--- config.mk ---
export PLATFORM = sky130hd
export DESIGN_NAME = lomo_frame_rx_flat
export DESIGN_NICKNAME = d
export VERILOG_FILES = /design/src/rtl/lomo_frame_rx_if.sv /design/src/rtl/lomo_frame_rx.sv /design/src/flat_wrapper.sv
export SDC_FILE = /design/constraint.sdc
export NUM_CORES = 1
export LEC_CHECK = 0
export ABC_AREA = 0
export BUFFER_PORTS_ARGS = -buffer_cell sky130_fd_sc_hd__buf_2
export CORE_AREA = 10 10 142 144
export DETAILED_ROUTE_END_ITERATION = 10
export DIE_AREA = 0 0 152 154
export GPL_TIMING_DRIVEN = 1
export SYNTH_ARGS = -nofsm -noshare
export SYNTH_HDL_FRONTEND = slang
export SYNTH_SLANG_ARGS = --single-unit
--- constraint.sdc ---
create_clock -name clk -period 2.7 [get_ports clk]
set_clock_uncertainty 0.1 [all_clocks]
set_input_delay 0.135 -clock clk [delete_from_list [all_inputs] [get_ports clk]]
set_output_delay 0.135 -clock clk [all_outputs]
set_load 0.01 [all_outputs]
--- src/rtl/lomo_frame_rx_if.sv ---
// rtl/lomo_frame_rx_if.sv - LOMO line triplet and received-word bus for lomo_frame_rx
interface lomo_frame_rx_if;
   logic        mk_in;
   logic        clk_in;
   logic        dat_in;
   logic [15:0] word_data;
   logic [4:0]  word_idx;
   logic        word_valid;
   logic [8:0]  frm_num;
   logic [5:0]  str_num;
   logic        str_done;
   logic        locked;
   logic        err_hdr;
   logic        err_seq;
   logic        err_align;
   logic        err_static;
   logic [15:0] err_cnt;

   modport slave (
      input  mk_in, clk_in, dat_in,
      output word_data, word_idx, word_valid, frm_num, str_num, str_done,
      output locked, err_hdr, err_seq, err_align, err_static, err_cnt
   );

   modport master (
      output mk_in, clk_in, dat_in,
      input  word_data, word_idx, word_valid, frm_num, str_num, str_done,
      input  locked, err_hdr, err_seq, err_align, err_static, err_cnt
   );
endinterface

--- src/rtl/lomo_frame_rx.sv ---
// rtl/lomo_frame_rx.sv - LOMO MK/CLK/DAT string receiver with header, numbering and alignment checks
// Optional static-field comparator: LOMO_RX_STATIC_CHECK_EN
module lomo_frame_rx #(
   parameter int WORDS_PER_STR = 20,
   parameter int SYNC_STAGES   = 2,
   parameter int TIMEOUT_CYC   = 1024
) (
   input  logic           clk,
   input  logic           reset,
   lomo_frame_rx_if.slave bus
);
   localparam int HALF = WORDS_PER_STR / 2;
   localparam int TW   = $clog2(TIMEOUT_CYC);

   typedef enum logic [1:0] {HUNT, RECV, WAITMK} state_t;

   logic [SYNC_STAGES-1:0] mk_s, clk_s, dat_s;
   logic                   clk_d;
   logic                   line_edge, bit_v, bit_mk;

   state_t      state;
   logic [14:0] sr;
   logic [3:0]  bit_cnt;
   logic [4:0]  cur_idx;
   logic [15:0] hdr0;
   logic        have_prev, str_err;
   logic [1:0]  clean;
   logic [TW-1:0] tmr;

   logic [15:0] word_full;
   logic        hdr_bad, seq_bad;

   always_ff @(posedge clk or negedge reset) begin
      if (!reset) begin
         mk_s  <= '0;
         clk_s <= '0;
         dat_s <= '0;
         clk_d <= 1'b0;
      end else begin
         mk_s  <= {mk_s[SYNC_STAGES-2:0], bus.mk_in};
         clk_s <= {clk_s[SYNC_STAGES-2:0], bus.clk_in};
         dat_s <= {dat_s[SYNC_STAGES-2:0], bus.dat_in};
         clk_d <= clk_s[SYNC_STAGES-1];
      end
   end

   assign line_edge = clk_s[SYNC_STAGES-1] & ~clk_d;
   assign bit_v     = dat_s[SYNC_STAGES-1];
   assign bit_mk    = mk_s[SYNC_STAGES-1];

`ifdef LOMO_RX_STATIC_CHECK_EN
   function automatic logic [11:0] static_ref(input logic [4:0] idx);
      logic [4:0] k;
      k = (idx < 5'(HALF)) ? idx - 5'd1 : idx - 5'(HALF + 1);
      case (k)
         5'd0:    return 12'd1101;
         5'd1:    return 12'd1202;
         5'd2:    return 12'd1303;
         5'd3:    return 12'd0;
         5'd4:    return 12'd240;
         5'd5:    return 12'd3855;
         5'd6:    return 12'd1365;
         5'd7:    return 12'd2730;
         default: return 12'd4095;
      endcase
   endfunction
`endif

   // Frame number may stay or step by one; string number must step by one.
   always_comb begin
      word_full = {sr, bit_v};
      hdr_bad   = !(hdr0[0] && !word_full[0] && (word_full[15:1] == hdr0[15:1]));
      seq_bad   = have_prev &&
                  !((word_full[6:1] == bus.str_num + 6'd1) &&
                    ((word_full[15:7] == bus.frm_num) || (word_full[15:7] == bus.frm_num + 9'd1)));
   end

   always_ff @(posedge clk or negedge reset) begin
      if (!reset) begin
         state          <= HUNT;
         sr             <= '0;
         bit_cnt        <= '0;
         cur_idx        <= '0;
         hdr0           <= '0;
         have_prev      <= 1'b0;
         str_err        <= 1'b0;
         clean          <= '0;
         tmr            <= '0;
         bus.word_data  <= '0;
         bus.word_idx   <= '0;
         bus.word_valid <= 1'b0;
         bus.frm_num    <= '0;
         bus.str_num    <= '0;
         bus.str_done   <= 1'b0;
         bus.locked     <= 1'b0;
         bus.err_hdr    <= 1'b0;
         bus.err_seq    <= 1'b0;
         bus.err_align  <= 1'b0;
         bus.err_static <= 1'b0;
         bus.err_cnt    <= '0;
      end else begin
         bus.word_valid <= 1'b0;
         bus.str_done   <= 1'b0;
         bus.err_hdr    <= 1'b0;
         bus.err_seq    <= 1'b0;
         bus.err_align  <= 1'b0;
         bus.err_static <= 1'b0;

         if ((bus.err_hdr | bus.err_seq | bus.err_align | bus.err_static) && (bus.err_cnt != 16'hFFFF))
            bus.err_cnt <= bus.err_cnt + 16'd1;

         if (line_edge) begin
            tmr <= '0;
         end else if (state != HUNT) begin
            if (tmr == TW'(TIMEOUT_CYC - 1)) begin
               tmr           <= '0;
               state         <= HUNT;
               bus.err_align <= 1'b1;
               bus.locked    <= 1'b0;
               clean         <= '0;
               have_prev     <= 1'b0;
            end else begin
               tmr <= tmr + 1'b1;
            end
         end

         // A marker-bearing bit always becomes bit 15 of a fresh word 0.
         if (line_edge) begin
            if (bit_mk || state == RECV) begin
               if (bit_mk) begin
                  if (state == RECV) begin
                     bus.err_align <= 1'b1;
                     bus.locked    <= 1'b0;
                     clean         <= '0;
                     have_prev     <= 1'b0;
                  end
                  sr      <= {14'd0, bit_v};
                  bit_cnt <= 4'd1;
                  cur_idx <= '0;
                  str_err <= 1'b0;
                  state   <= RECV;
               end else if (bit_cnt != 4'd15) begin
                  sr      <= word_full[14:0];
                  bit_cnt <= bit_cnt + 4'd1;
               end else begin
                  bit_cnt        <= '0;
                  bus.word_valid <= 1'b1;
                  bus.word_data  <= word_full;
                  bus.word_idx   <= cur_idx;
                  if (cur_idx == 5'd0) begin
                     hdr0        <= word_full;
                     bus.frm_num <= word_full[15:7];
                     bus.str_num <= word_full[6:1];
                     if (seq_bad) begin
                        bus.err_seq <= 1'b1;
                        bus.locked  <= 1'b0;
                        clean       <= '0;
                        str_err     <= 1'b1;
                     end
                  end
                  if (cur_idx == 5'(HALF) && hdr_bad) begin
                     bus.err_hdr <= 1'b1;
                     bus.locked  <= 1'b0;
                     clean       <= '0;
                     str_err     <= 1'b1;
                  end
`ifdef LOMO_RX_STATIC_CHECK_EN
                  if (cur_idx != 5'd0 && cur_idx != 5'(HALF) && word_full[15:4] != static_ref(cur_idx))
                     bus.err_static <= 1'b1;
`endif
                  if (cur_idx == 5'(WORDS_PER_STR - 1)) begin
                     bus.str_done <= 1'b1;
                     state        <= WAITMK;
                     cur_idx      <= '0;
                     have_prev    <= 1'b1;
                     if (!str_err) begin
                        clean <= (clean == 2'd0) ? 2'd1 : 2'd2;
                        if (clean != 2'd0)
                           bus.locked <= 1'b1;
                     end
                  end else begin
                     cur_idx <= cur_idx + 5'd1;
                  end
               end
            end else if (state == WAITMK) begin
               bus.err_align <= 1'b1;
               bus.locked    <= 1'b0;
               clean         <= '0;
               have_prev     <= 1'b0;
               state         <= HUNT;
            end
         end
      end
   end
endmodule

--- src/flat_wrapper.sv ---
// flat-port wrapper written by rule: the top's interface ports become plain ports
module lomo_frame_rx_flat 
#(
   parameter int WORDS_PER_STR = 20,
   parameter int SYNC_STAGES   = 2,
   parameter int TIMEOUT_CYC   = 1024
)
  (clk, reset, bus_mk_in, bus_clk_in, bus_dat_in, bus_word_data, bus_word_idx, bus_word_valid, bus_frm_num, bus_str_num, bus_str_done, bus_locked, bus_err_hdr, bus_err_seq, bus_err_align, bus_err_static, bus_err_cnt);
  lomo_frame_rx_if bus_i ();
  input  logic clk;
  input  logic reset;
  input wire logic [$bits(bus_i.mk_in)-1:0] bus_mk_in;
  input wire logic [$bits(bus_i.clk_in)-1:0] bus_clk_in;
  input wire logic [$bits(bus_i.dat_in)-1:0] bus_dat_in;
  output wire logic [$bits(bus_i.word_data)-1:0] bus_word_data;
  output wire logic [$bits(bus_i.word_idx)-1:0] bus_word_idx;
  output wire logic [$bits(bus_i.word_valid)-1:0] bus_word_valid;
  output wire logic [$bits(bus_i.frm_num)-1:0] bus_frm_num;
  output wire logic [$bits(bus_i.str_num)-1:0] bus_str_num;
  output wire logic [$bits(bus_i.str_done)-1:0] bus_str_done;
  output wire logic [$bits(bus_i.locked)-1:0] bus_locked;
  output wire logic [$bits(bus_i.err_hdr)-1:0] bus_err_hdr;
  output wire logic [$bits(bus_i.err_seq)-1:0] bus_err_seq;
  output wire logic [$bits(bus_i.err_align)-1:0] bus_err_align;
  output wire logic [$bits(bus_i.err_static)-1:0] bus_err_static;
  output wire logic [$bits(bus_i.err_cnt)-1:0] bus_err_cnt;
  assign bus_i.mk_in = bus_mk_in;
  assign bus_i.clk_in = bus_clk_in;
  assign bus_i.dat_in = bus_dat_in;
  assign bus_word_data = bus_i.word_data;
  assign bus_word_idx = bus_i.word_idx;
  assign bus_word_valid = bus_i.word_valid;
  assign bus_frm_num = bus_i.frm_num;
  assign bus_str_num = bus_i.str_num;
  assign bus_str_done = bus_i.str_done;
  assign bus_locked = bus_i.locked;
  assign bus_err_hdr = bus_i.err_hdr;
  assign bus_err_seq = bus_i.err_seq;
  assign bus_err_align = bus_i.err_align;
  assign bus_err_static = bus_i.err_static;
  assign bus_err_cnt = bus_i.err_cnt;
  lomo_frame_rx #(.WORDS_PER_STR(WORDS_PER_STR), .SYNC_STAGES(SYNC_STAGES), .TIMEOUT_CYC(TIMEOUT_CYC)) u_core (.clk(clk), .reset(reset), .bus(bus_i));
endmodule
# Word level (Yosys, flattened, before mapping)
# Cells that the tools add are included.
# op_classes
n_mul	0
n_mux	92
n_lt_le_gt_ge	0
n_reduce_logical	25
n_div	0
n_shift	0
n_bitwise	6
add_sub_neg	6
n_eq_ne	12
# ops
cell	n
1-bit two-way mux	58
2-bit two-way mux	24
10-bit two-way mux	3
15-bit two-way mux	2
9-bit equality test	2
16-bit by 1-bit adder with 16-bit output, second input constant	1
16-bit inequality test, second input constant	1
15-bit equality test	1
5-bit two-way mux	3
10-bit by 1-bit adder with 10-bit output, second input constant	1
10-bit equality test, second input constant	1
5-bit AND reduction	2
9-bit by 1-bit adder with 9-bit output, second input constant	1
4-bit two-way mux	2
2-bit nonzero test	4
6-bit by 1-bit adder with 6-bit output, second input constant	1
6-bit equality test	1
1-bit logical AND	6
3-bit AND reduction	2
3-bit nonzero test	2
5-bit by 1-bit adder with 5-bit output, second input constant	1
5-bit by 4-bit equality test with 1-bit output, second input constant	1
5-bit equality test, second input constant	1
5-bit logical NOT	1
13 further kinds	19
# word_totals
ramBits	0
romBits	0
regBits	121
inputBits	5
mem_count	0
elab_cells	165
latch_bits	0
out_inout_bits	59

# Logic depth before layout (Yosys ltp)
# depth
ltp_word	16
ltp_mapped	8

# Least setup slack after synthesis
# Ideal clock, no wire load.
# synth_timing
path_type	reg2reg
startpoint	reg u_core.bus.frm_num[3]
endpoint	reg u_core.str_err
setup_ps	123
path_buffers	0
stages_incl_launch_ff	7
arrival_time_ps	2033
required_time_ps	2477
path_slack_ps	444
path_cell_list	dfrtp_1 > xnor2_1 > nand4_1 > or4_4 > o41ai_4 > nand3b_1 > o221a_1
# synth_via
elab_chain_len	8
word_cells_on_any_way	9
# synth_rtl
item	line_no	rtl
start: declaration	lomo_frame_rx_if.sv:21	output word_data, word_idx, word_valid, frm_num, str_num, str_done,
start signal: assignment	lomo_frame_rx.sv:152	bus.frm_num <= word_full[15:7];
9-bit by 1-bit adder with 9-bit output	lomo_frame_rx.sv:75	((word_full[15:7] == bus.frm_num) || (word_full[15:7] == bus.frm_num + 9'd1)));
9-bit equality test	lomo_frame_rx.sv:75	
1-bit logical OR *	lomo_frame_rx.sv:75	
1-bit logical AND *	lomo_frame_rx.sv:74	!((word_full[6:1] == bus.str_num + 6'd1) &&
1-bit logical NOT *	lomo_frame_rx.sv:74	
1-bit logical AND *	lomo_frame_rx.sv:73	seq_bad = have_prev &&
3-bit nonzero test (no line) *	n/a	
5-bit AND reduction (no line) *	n/a	
end signal: assignment	lomo_frame_rx.sv:86	str_err <= 1'b0;
end signal: assignment	lomo_frame_rx.sv:140	str_err <= 1'b0;
end signal: assignment	lomo_frame_rx.sv:158	str_err <= 1'b1;
end: declaration	lomo_frame_rx.sv:26	logic have_prev, str_err;
# Mark *: on every way between the ends. The rest lies on a longest branch, timed or not.
# A chain may end at the register's enable or synchronous reset.

# Worst setup path in the final report
# layout_timing
startpoint	reg u_core.bus.frm_num[4]
endpoint	reg u_core.clean[0]
# layout_via
elab_chain_len	15
word_cells_on_any_way	16
# layout_rtl
item	line_no	rtl
9-bit by 1-bit adder with 9-bit output	lomo_frame_rx.sv:75	
9-bit equality test	lomo_frame_rx.sv:75	
1-bit logical OR *	lomo_frame_rx.sv:75	
1-bit logical AND *	lomo_frame_rx.sv:74	
1-bit logical NOT *	lomo_frame_rx.sv:74	
1-bit logical AND *	lomo_frame_rx.sv:73	
2-bit two-way mux *	lomo_frame_rx.sv:154	if (seq_bad) begin
2-bit two-way mux *	lomo_frame_rx.sv:150	if (cur_idx == 5'd0) begin
2-bit two-way mux *	lomo_frame_rx.sv:161	if (cur_idx == 5'(HALF) && hdr_bad) begin
2-bit two-way mux	lomo_frame_rx.sv:176	if (!str_err) begin
2-bit two-way mux *	lomo_frame_rx.sv:171	if (cur_idx == 5'(WORDS_PER_STR - 1)) begin
2-bit two-way mux *	lomo_frame_rx.sv:142	end else if (bit_cnt != 4'd15) begin
2-bit two-way mux *	lomo_frame_rx.sv:130	if (bit_mk) begin
2-bit two-way mux *	lomo_frame_rx.sv:129	if (bit_mk || state == RECV) begin
2-bit two-way mux *	lomo_frame_rx.sv:128	if (line_edge) begin
end signal: assignment	lomo_frame_rx.sv:177	clean <= (clean == 2'd0) ? 2'd1 : 2'd2;
end: declaration	lomo_frame_rx.sv:27	logic [1:0] clean;
# Marks and branches as above.

==> impl_results.rst <==
.. list-table::
   :header-rows: 1

   * - Metric
     - Value
   * - Commonest cells after routing, fill and taps aside
     - dfrtp_1 (106), nand2_1 (87), buf_2 (61), xnor2_1 (28), nand3_1 (27)
   * - Total internal power
     - 2.49 mW
   * - Number of vias in the routed layout
     - 3816
   * - Max_slew headroom
     - 53.0%
   * - Half-perimeter wire length after placement
     - 8.84 mm
   * - Starting density of the core
     - 29.9%
   * - TritonCTS clock tree
     - done
   * - Fraction of the cycle the final worst path needs
     - 93.2%
   * - # clock sinks
     - 106
   * - Layout overhead on the synthesized area
     - 15.6%
   * - DRC violation total after the first TritonRoute iteration
     - 225
   * - End-of-flow core utilization
     - 34.5%
   * - Largest fanout on the critical path
     - 7
   * - CP max stage cell
     - or4_4
   * - Post-DRT Antenna Nets
     - 0
   * - Switching part of the total
     - 26.7%
   * - Height of the chip
     - 154 µm
   * - First-pass DRT Iterations
     - 4
   * - Total grt overflow
     - 0
   * - Post-Syn Area
     - 5130 µm²
   * - Routed wire per std cell
     - 15.7 µm
   * - Filler-free cell count of the finished design
     - 777
   * - Total core area
     - 17200 µm²
   * - Final net count
     - 560
   * - Arrival time reported for the critical path endpoint
     - 2700 ps
   * - Flop and latch count out of synthesis
     - 106
   * - Sequential cell area fraction in the yosys report
     - 51.7%
   * - Mean instance size in the synthesized netlist
     - 10.3 µm²
   * - Power share of the clock group
     - 38.0%
   * - Final TNS setup
     - 0 ps
   * - Vias in the first global route
     - 3831
   * - Net Count, Synth
     - 510
   * - Number of distinct library cells after synthesis
     - 64
   * - Required time of the worst setup path
     - 2880 ps
   * - Slowest cell delay on critical path
     - 580 ps
   * - Root Buffer
     - clkbuf_16
   * - GPL Wtd Cong
     - 0.862
   * - Syn. warnings
     - 0
   * - Global-route wire length before repair
     - 20.5 mm
   * - Final Slew Violations
     - 0
   * - Clock period minus final worst setup slack
     - 2520 ps
   * - Total Routing Usage GR
     - 10.6%
   * - Leakage power total
     - 2.93 nW
   * - Number of antenna violations at the first check in global routing
     - 0
   * - Pin count of the biggest net entering global routing
     - 49
   * - Number of rows in the core area
     - 48
   * - Number of diodes
     - 0
   * - Max-cap viol count
     - 0
   * - Cell type group with the largest total delay on the critical path
     - compound AO/OA/AOI/OAI gates
   * - Clock input transition at the sequential cells of the worst setup and hold paths
     - 70 ps
   * - Net Sw Power
     - 0.911 mW
   * - Total power density per cell area
     - 574 nW/µm²
   * - Fillcell total
     - 1796
   * - Post-detailed-route DRC marker count
     - 0
   * - Buffers added on ports
     - 62
   * - X dimension of the die
     - 152 µm
   * - Crit path buffers/inverters
     - 0
   * - Cts bufs inserted
     - 9
   * - Overall power
     - 3.41 mW
   * - Insertion delay to the later sink of the worst-skew pair
     - 360 ps
   * - Max frequency
     - 397 MHz
   * - Startpoint class of the critical path
     - flip-flop
   * - Number of placed instances, taps included
     - 757
   * - Total routed wirelength
     - 12.2 mm
   * - Ys async rst share
     - 100%
   * - Setup repair after global routing missed its margin
     - false
   * - Sequential power share
     - 52.4%
   * - Share of post-route cells with drive strength above 1
     - 21.2%
   * - Final Hold Vio Count
     - 0
   * - Number of vias per cell after detailed routing
     - 4.91
   * - Critical path, cell by cell
     - xnor2_1, nand4_1, or4_4, o41ai_4, o211ai_1, o21ai_1
   * - Die ar.
     - 23400 µm²
   * - I/O pins
     - 64
   * - Type of destination of the critical path
     - flip-flop
   * - Status
     - complete, no violations
   * - Number of buffers on the longest clock path
     - 2
   * - IR drop worst, VDD
     - 0.000402 V
   * - Setup fix buffers added after clock tree synthesis
     - 0
   * - Classification of the worst-slack hold path
     - primary input to asynchronous set/reset pin
   * - Number of enable-type register cells in the synthesized netlist
     - 0
   * - Slew @ Worst Pin
     - 696 ps
   * - WS Path Type
     - flip-flop to flip-flop
   * - Final setup viols
     - 0
   * - Htree depth
     - 3
   * - Comb power frac
     - 9.7%
   * - Cell count after synthesis
     - 497
   * - Most used flip-flop cell after synthesis
     - dfrtp_1
   * - Commonest non-fill, non-tap cell in the layout
     - dfrtp_1
## layer usage
| metal | global-route usage (%) | wire (µm) | vias up |
|---|---|---|---|
| met3 | 3.71 | 705 | 8 |
| met4 | 2.84 | 76 | 0 |
| met5 | 0 | 0 | - |
| met2 | 16.1 | 5600 | 98 |
| li1 | - | - | 1816 |
| met1 | 13.8 | 5850 | 1894 |
## what timing repair did
item / CTS / global route
hold buffers: 4 / 0
setup endpoints to repair: 0 / 3
gates resized for setup: 0 / 1
endpoints found under the hold margin: 49 / 0
## Yosys cell counts (4+ instances only)
library cell	instances	area share, %
nand4_1	4	0.49
mux2_1	4	0.88
a31oi_1	6	0.73
a22o_1	13	2.2
a21oi_1	9	0.88
xnor2_1	29	4.9
dfrtp_1	106	52
and3_1	9	1.1
mux2_2	14	3.1
ha_1	8	2.0
nand3_1	27	2.6
inv_1	7	0.51
and2_1	5	0.61
nand2b_1	7	0.85
clkbuf_1	15	1.1
nor2_1	24	1.8
nand2_1	87	6.4
buf_4	18	2.6
xor2_1	10	1.7
nor3_1	4	0.39
o21ai_0	22	2.1
## cells by family (layout without fill, tap and decap cells)
| family | count (synthesis) | after routing | synth area share (%) |
|---|---|---|---|
| buf+inv | 46 | 101 | 5.07 |
| simple gates | 196 | 196 | 18.7 |
| xor+xnor | 39 | 39 | 6.66 |
| mux | 20 | 20 | 4.34 |
| other cells | 1 | 1 | 0.0731 |
| compound gates | 81 | 81 | 11.6 |
| flops | 106 | 106 | 51.7 |
| fa+ha+maj | 8 | 8 | 1.95 |
## worst paths after layout
check	slack (ps)	end	cells past startpoint	startpoint
worst max-delay path	180	u_core.clean[0]$_DFF_PN0_	6	u_core.bus.frm_num[4]$_DFFE_PN0P_
worst min-delay path	230	u_core.sr[13]$_DFFE_PN0P_	2	reset
worst max register to register	180	u_core.clean[0]$_DFF_PN0_	6	u_core.bus.frm_num[4]$_DFFE_PN0P_
worst min register to register	250	u_core.clk_s[1]$_DFF_PN0_	0	u_core.clk_s[0]$_DFF_PN0_
max in group asynchronous	1580	u_core.bus.word_data[11]$_DFFE_PN0P_	3	reset
min in group clk	250	u_core.clk_s[1]$_DFF_PN0_	0	u_core.clk_s[0]$_DFF_PN0_
## power groups by stage
stage	Sequential, mW	Clock, mW	Combinational (mW)
after floorplan	1.81	0	0.190
after global placement	1.81	0	0.317
after detailed placement	1.81	0	0.331
after CTS	1.78	1.32	0.340
after global routing	1.80	1.40	0.376
final	1.78	1.29	0.330
## through the flow
step / setup WS [ps] / hold WS [ps] / instance area (µm²)
final: 183 / 230 / 5930
after CTS: 155 / 252 / 5920
after global routing: 9.10 / 274 / 5930
after global placement: 307 / 86.6 / 5600
after floorplan: 444 / -261 / 5130
after detailed placement: 186 / 104 / 5600
## state kept, by name (all words and copies together) (netlist names), 2 cells and up
register	count
u_core.bit_cnt	4
u_core.bus.err_cnt	16
u_core.bus.frm_num	9
u_core.bus.str_num	5
u_core.bus.word_data	16
u_core.bus.word_idx	5
u_core.clean	2
u_core.clk_s	2
u_core.cur_idx	5
u_core.dat_s	2
u_core.hdr0	2
u_core.mk_s	2
u_core.sr	15
u_core.state	2
u_core.tmr	10
## cell type report
| cell class | instances | area (µm²) | area share, % |
|---|---|---|---|
| well taps | 225 | 282 | 4.75 |
| clock inverters | 5 | 46.3 | 0.780 |
| multi-input cells | 345 | 2230 | 37.5 |
| repair buffers | 77 | 448 | 7.55 |
| clock buffers | 11 | 243 | 4.09 |
| flip-flops and latches | 106 | 2650 | 44.7 |
| inverters | 8 | 35.0 | 0.591 |
No activity file was read; power rests on OpenSTA's default activity.
